$ cat config.mk
export PLATFORM = sky130hd
export DESIGN_NAME = instr_encoder
export DESIGN_NICKNAME = d
export VERILOG_FILES = /design/src/rtl/instr_encoder.sv
export SDC_FILE = /design/constraint.sdc
export NUM_CORES = 1
export LEC_CHECK = 0
export CAP_MARGIN = 40
export CORE_ASPECT_RATIO = 0.6
export CORE_MARGIN = 2
export CORE_UTILIZATION = 49
export CTS_CLUSTER_DIAMETER = 100
export DETAILED_ROUTE_END_ITERATION = 7
export PLACE_DENSITY_LB_ADDON = 0.05
export REMOVE_ABC_BUFFERS = 1
export SLEW_MARGIN = 20
export SYNTH_ARGS = -nofsm -noshare
export SYNTH_HDL_FRONTEND = slang
export SYNTH_SLANG_ARGS = --single-unit
export TNS_END_PERCENT = 50
$ cat constraint.sdc
create_clock -name clk -period 2.78 [get_ports clk]
set_input_delay 0.556 -clock clk [delete_from_list [all_inputs] [get_ports clk]]
set_output_delay 0.556 -clock clk [all_outputs]
set_load 0.02 [all_outputs]
$ cat src/rtl/instr_encoder.sv
// Instruction field encoder that packs R/I/J/NOOP formats into 32-bit words.
// Each word is buffered in a small FIFO together with its byte address.
// Optional macro INSTR_ENCODER_NOOP_FILL_EN: an illegal opcode enqueues a NOOP instead of being dropped.
module instr_encoder #(
    parameter int FIFO_DEPTH = 4,
    parameter int ADDR_W     = 16
) (
    input  logic              clk,
    input  logic              rst,
    input  logic              in_valid,
    output logic              in_ready,
    input  logic [3:0]        in_op,
    input  logic [3:0]        in_rd,
    input  logic [3:0]        in_rs,
    input  logic [3:0]        in_rt,
    input  logic [3:0]        in_func,
    input  logic [15:0]       in_imm,
    input  logic [19:0]       in_offs,
    input  logic              addr_load,
    input  logic [ADDR_W-1:0] addr_value,
    output logic              out_valid,
    input  logic              out_ready,
    output logic [31:0]       out_word,
    output logic [ADDR_W-1:0] out_addr,
    output logic              err_bad_op,
    output logic [4:0]        level
);
    localparam int         PW      = (FIFO_DEPTH > 1) ? $clog2(FIFO_DEPTH) : 1;
    localparam logic [4:0] DEPTH_L = 5'(FIFO_DEPTH);

    logic [ADDR_W+31:0] mem [0:FIFO_DEPTH-1];
    logic [PW-1:0]      wr_ptr, rd_ptr;
    logic [ADDR_W-1:0]  cnt, base;
    logic [31:0]        word;
    logic               illegal, accept, push, pop;

    always_comb begin
        word    = 32'hF000_0000;
        illegal = 1'b0;
        case (in_op)
            4'd0, 4'd2:                          word = {in_op, in_rd, in_rs, in_rt, 12'h000, in_func};
            4'd1, 4'd3, 4'd8, 4'd9, 4'd10, 4'd11: word = {in_op, in_rd, in_rs, 4'h0, in_imm};
            4'd4, 4'd5, 4'd6, 4'd7:              word = {in_op, in_rd, in_rs, in_offs};
            4'd15:                               word = 32'hF000_0000;
            default:                             illegal = 1'b1;
        endcase
    end

    // in_ready depends only on the registered level, never on out_ready
    assign in_ready  = (level != DEPTH_L);
    assign out_valid = (level != 5'd0);
    assign accept    = in_valid && in_ready && !rst;
`ifdef INSTR_ENCODER_NOOP_FILL_EN
    assign push      = accept;
`else
    assign push      = accept && !illegal;
`endif
    assign pop       = out_valid && out_ready;
    assign base      = addr_load ? addr_value : cnt;

    assign out_word  = out_valid ? mem[rd_ptr][ADDR_W+31:ADDR_W] : 32'h0;
    assign out_addr  = out_valid ? mem[rd_ptr][ADDR_W-1:0] : '0;

    always_ff @(posedge clk) begin
        if (push)
            mem[wr_ptr] <= {word, base};
    end

    always_ff @(posedge clk) begin
        if (rst) begin
            wr_ptr     <= '0;
            rd_ptr     <= '0;
            level      <= 5'd0;
            cnt        <= '0;
            err_bad_op <= 1'b0;
        end else begin
            if (push) wr_ptr <= wr_ptr + 1'b1;
            if (pop)  rd_ptr <= rd_ptr + 1'b1;
            case ({push, pop})
                2'b10:   level <= level + 5'd1;
                2'b01:   level <= level - 5'd1;
                default: level <= level;
            endcase
            // a dropped illegal op still honours a same-cycle addr_load
            cnt        <= push ? base + ADDR_W'(4) : base;
            err_bad_op <= accept && illegal;
        end
    end
endmodule

==> flow_metrics.env <==
export IMPL_io_pin_count=133
export IMPL_ys_seq_elements=220
export IMPL_grt_max_degree=49
export IMPL_yosys_warnings=0
export IMPL_tightestPinTransition_ns=0.617
export IMPL_layout_worst_path_cycle_share_pct=97.6
export IMPL_core_area_um2=18900
export IMPL_start_util_pct=49.8
export IMPL_row_count=39
export IMPL_worst_path_max_fanout=12
export IMPL_cts_buffers=21
export IMPL_drc_errors=0
export IMPL_ys_dominant_reg_cell="sky130_fd_sc_hd__edfxtp_1"
export IMPL_dp_slack_ns=-0.196
export IMPL_timing_final_setup_violations=0
export IMPL_leakagePower_nw=4.19
export IMPL_min_delay_worst_endpoint="wr_ptr[0]"
export IMPL_synth_cells=569
export IMPL_cp_arrival_ns=2.16
export IMPL_grt_ovfl_total=0
export IMPL_synth_sequential_area_ratio_pct=67.1
export IMPL_dp_final_hpwl_um=13200
export IMPL_routabilityCongestion=0.797
export IMPL_synth_edff_count=192
export IMPL_n_diodes=0
export IMPL_drtAntennaViolNets=0
export IMPL_postSynth_asyncResetShare_pct=0
export IMPL_worstSetupEndpointType="output port"
export IMPL_power_share_of_the_combinational_group_pct=40.6
export IMPL_grt_pass1_vias=5780
export IMPL_post_synth_top_count_cell="sky130_fd_sc_hd__edfxtp_1"
export IMPL_post_drt_via_cell_ratio=5.63
export IMPL_cts_htree_levels=1
export IMPL_worst_case_setup_margin_in_the_final_layout_ns=0.0669
export IMPL_worstHoldPathCells=2
export IMPL_sum_of_routed_wire_length_over_all_layers_um=20800
export IMPL_path_clk_slew_ns=0.06
export IMPL_final_max_slew_viol_count=0
export IMPL_tritoncts="done"
export IMPL_fin_total_pwr_mw=11.0
export IMPL_p_sw_mw=3.78
export IMPL_internal_power_mw=7.26
export IMPL_finalNetCount=825
export IMPL_min_from="wr_ptr[0]"
export IMPL_numClockSinks=220
export IMPL_timing_final_hold_violations=0
export IMPL_antenna_violations_before_repair=0
export IMPL_hp_class="flop to flop"
export IMPL_grt_use_total_pct=20.2
export IMPL_cp_start_kind="flop"
export IMPL_floorplan_die_width_um=183
export IMPL_nFillCells=1395
export IMPL_reg2reg_from="level[1]"
export IMPL_share_clk_of_total_power_pct=23.8
export IMPL_grt_first_pass_wirelength_um=31600
export IMPL_dieArea_um2=20400
export IMPL_detailroute_via_count=5623
export IMPL_die_height_um=111
export IMPL_synth_largest_area_cell="sky130_fd_sc_hd__edfxtp_1"
export IMPL_insertion_delay_ns=0.49
export IMPL_yosys_top_cells_count="192 x sky130_fd_sc_hd__edfxtp_1, 51 x sky130_fd_sc_hd__nor2b_1, 48 x sky130_fd_sc_hd__mux4_2, 28 x sky130_fd_sc_hd__dfxtp_1, 20 x sky130_fd_sc_hd__nor2_1"
export IMPL_post_synth_top_area_fraction_pct=61.2
export IMPL_yosysUniqueCellTypes=50
export IMPL_cellPowerDensity_nw_per_um2=926
export IMPL_power_sequential_fraction_pct=35.6
export IMPL_synth_cell_area_um2=9420
export IMPL_crit_type="flop to output port"
export IMPL_post_synth_main_area_contributors="sky130_fd_sc_hd__edfxtp_1 61%, sky130_fd_sc_hd__mux4_2 11%, sky130_fd_sc_hd__dfxtp_1 5.9%, sky130_fd_sc_hd__nor2b_1 3.4%, sky130_fd_sc_hd__mux2_2 1.4%"
export IMPL_max_cap_violations=0
export IMPL_outcome="finished clean"
export IMPL_initialDrtViolationCount=481
export IMPL_grt_setup_unrepaired="no"
export IMPL_clk_path_buf_depth=3
export IMPL_worst_r2r_endpoint="level[4]"
export IMPL_r2r_worst_path_cells=10
export IMPL_clock_fmax_mhz=369
export IMPL_clockRootBuffer="sky130_fd_sc_hd__clkbuf_16"
export IMPL_min_period_ns=2.71
export IMPL_layout_drive_gt1_share_pct=27.3
export IMPL_avgRoutedWirePerCell_um=20.9
export IMPL_critPathRequiredTime_ns=2.22
export IMPL_io_buffer_count=132
export IMPL_syn2layout_area_growth_pct=26.5
export IMPL_setup_tns_final_ns=0
export IMPL_drt_pass1_iterations=4
export IMPL_clock_skew_final_ns=0.0120
export IMPL_maximum_vdd_drop_v=0.000510
export IMPL_synth_avg_cell_area_um2=16.6
export IMPL_maxSlewHeadroom_pct=58.8
export IMPL_switching_share_pct=34.3
export IMPL_slack_of_the_worst_reg_to_reg_path_ns=0.11
-- routing by layer --
metal / wire, µm / GRT usage [%]
met5: 0 / 0
met4: 412 / 4.37
met3: 1040 / 3.14
met2: 9340 / 31.0
met1: 10000 / 30.8
-- area by class of cell --
cell class | instances | area (µm²) | share of cell area, %
Clock buffer | 26 | 544 | 4.56
Clock inverter | 10 | 78.8 | 0.661
Inverter | 10 | 37.5 | 0.315
Timing Repair Buffer | 181 | 1720 | 14.4
Multi-Input combinational cell | 305 | 2900 | 24.4
Sequential cell | 220 | 6340 | 53.1
Tap cell | 246 | 308 | 2.58
-- critical path, stage by stage (launching register included) --
cell and delay (ns):
sky130_fd_sc_hd__dfxtp_1 0.34, sky130_fd_sc_hd__or4_4 0.58, sky130_fd_sc_hd__nor2_4 0.12, sky130_fd_sc_hd__buf_6 0.14, sky130_fd_sc_hd__clkbuf_16 0.18, sky130_fd_sc_hd__nor2b_1 0.05
sky130_fd_sc_hd__clkdlybuf4s15_2 0.24
-- logic make-up (layout without fill, tap and decap cells) --
kind of cell / count (synthesis) / after routing / synth area share [%]
compound gates: 67 / 67 / 5.07
buf+inv: 44 / 227 / 2.20
simple gates: 155 / 155 / 10.0
xor+xnor: 6 / 6 / 0.558
mux: 68 / 68 / 13.8
flops: 220 / 220 / 67.1
fa+ha+maj: 9 / 9 / 1.20
-- layout by cell type, fill, tap and decap left out, drive strengths merged, types with 6 or more instances in the layout --
| master | netlist | routed |
|---|---|---|
| a21oi | 15 | 15 |
| a22o | 12 | 12 |
| a22oi | 11 | 11 |
| a31oi | 6 | 6 |
| and2 | 10 | 10 |
| and3 | 9 | 9 |
| buf | 21 | 83 |
| clkbuf | 13 | 28 |
| clkdlybuf4s15 | 0 | 13 |
| clkdlybuf4s50 | 0 | 82 |
| clkinv | 0 | 7 |
| dfxtp | 28 | 28 |
| edfxtp | 192 | 192 |
| ha | 9 | 9 |
| inv | 10 | 11 |
| mux2 | 15 | 15 |
| mux4 | 48 | 48 |
| nand2 | 15 | 15 |
| nand3 | 8 | 8 |
| nand3b | 6 | 6 |
| nor2 | 21 | 21 |
| nor2b | 51 | 51 |
| nor3 | 12 | 12 |
| o21ai | 9 | 9 |
-- state kept, by name, summed over array words and instances (netlist names), named ones only --
name and cells:
wr_ptr 2, level 5, err_bad_op 1, cnt 16, mem 192, rd_ptr 2
-- stage by stage --
step / instance area (µm²) / instances / hold slack (ns) / util [%]
global placement: 11400 / 957 / 0.507 / 60.1
global route: 11900 / 998 / 0.555 / 63.0
finish: 11900 / 998 / 0.529 / 63.0
detailed placement: 11400 / 958 / 0.512 / 60.1
CTS: 11900 / 997 / 0.525 / 63.0
floorplan: 9250 / 535 / 0.478 / -
-- how the worst max path moves through the flow --
stage               startpoint           end  slack (ns)  depth (start not counted)
floorplan                 flop   out_addr[0]       -0.70                          2
CTS                   level[4]   out_addr[9]       -0.08                          6
detailed placement    in_op[2]      level[4]       -0.20                         10
global placement      in_op[0]      level[2]       -0.11                         11
global route          level[1]  out_word[23]        0.01                          6
finish                level[1]  out_word[23]        0.07                          6
-- power by group through the flow --
stage                     combinational [mW]  sequential [mW]  clock (mW)
after CTS                               4.42             3.93        2.70
after floorplan                         2.23             4.13           0
after detailed placement                4.57             3.99           0
after global placement                  4.54             3.98           0
final                                   4.49             3.93        2.62
after global routing                    4.76             3.95        2.85
-- timing repair --
| item | CTS | global route |
|---|---|---|
| resized for setup | 178 | 12 |
| setup buffers | 2 | 0 |
| cloned | 1 | 1 |
| hold buffers | 0 | 0 |
| endpoints found under the hold margin | 0 | 0 |
| pin swaps | 1 | 2 |
| setup endpoints to repair | 50 | 24 |
Power figures use the tool's default switching activity.
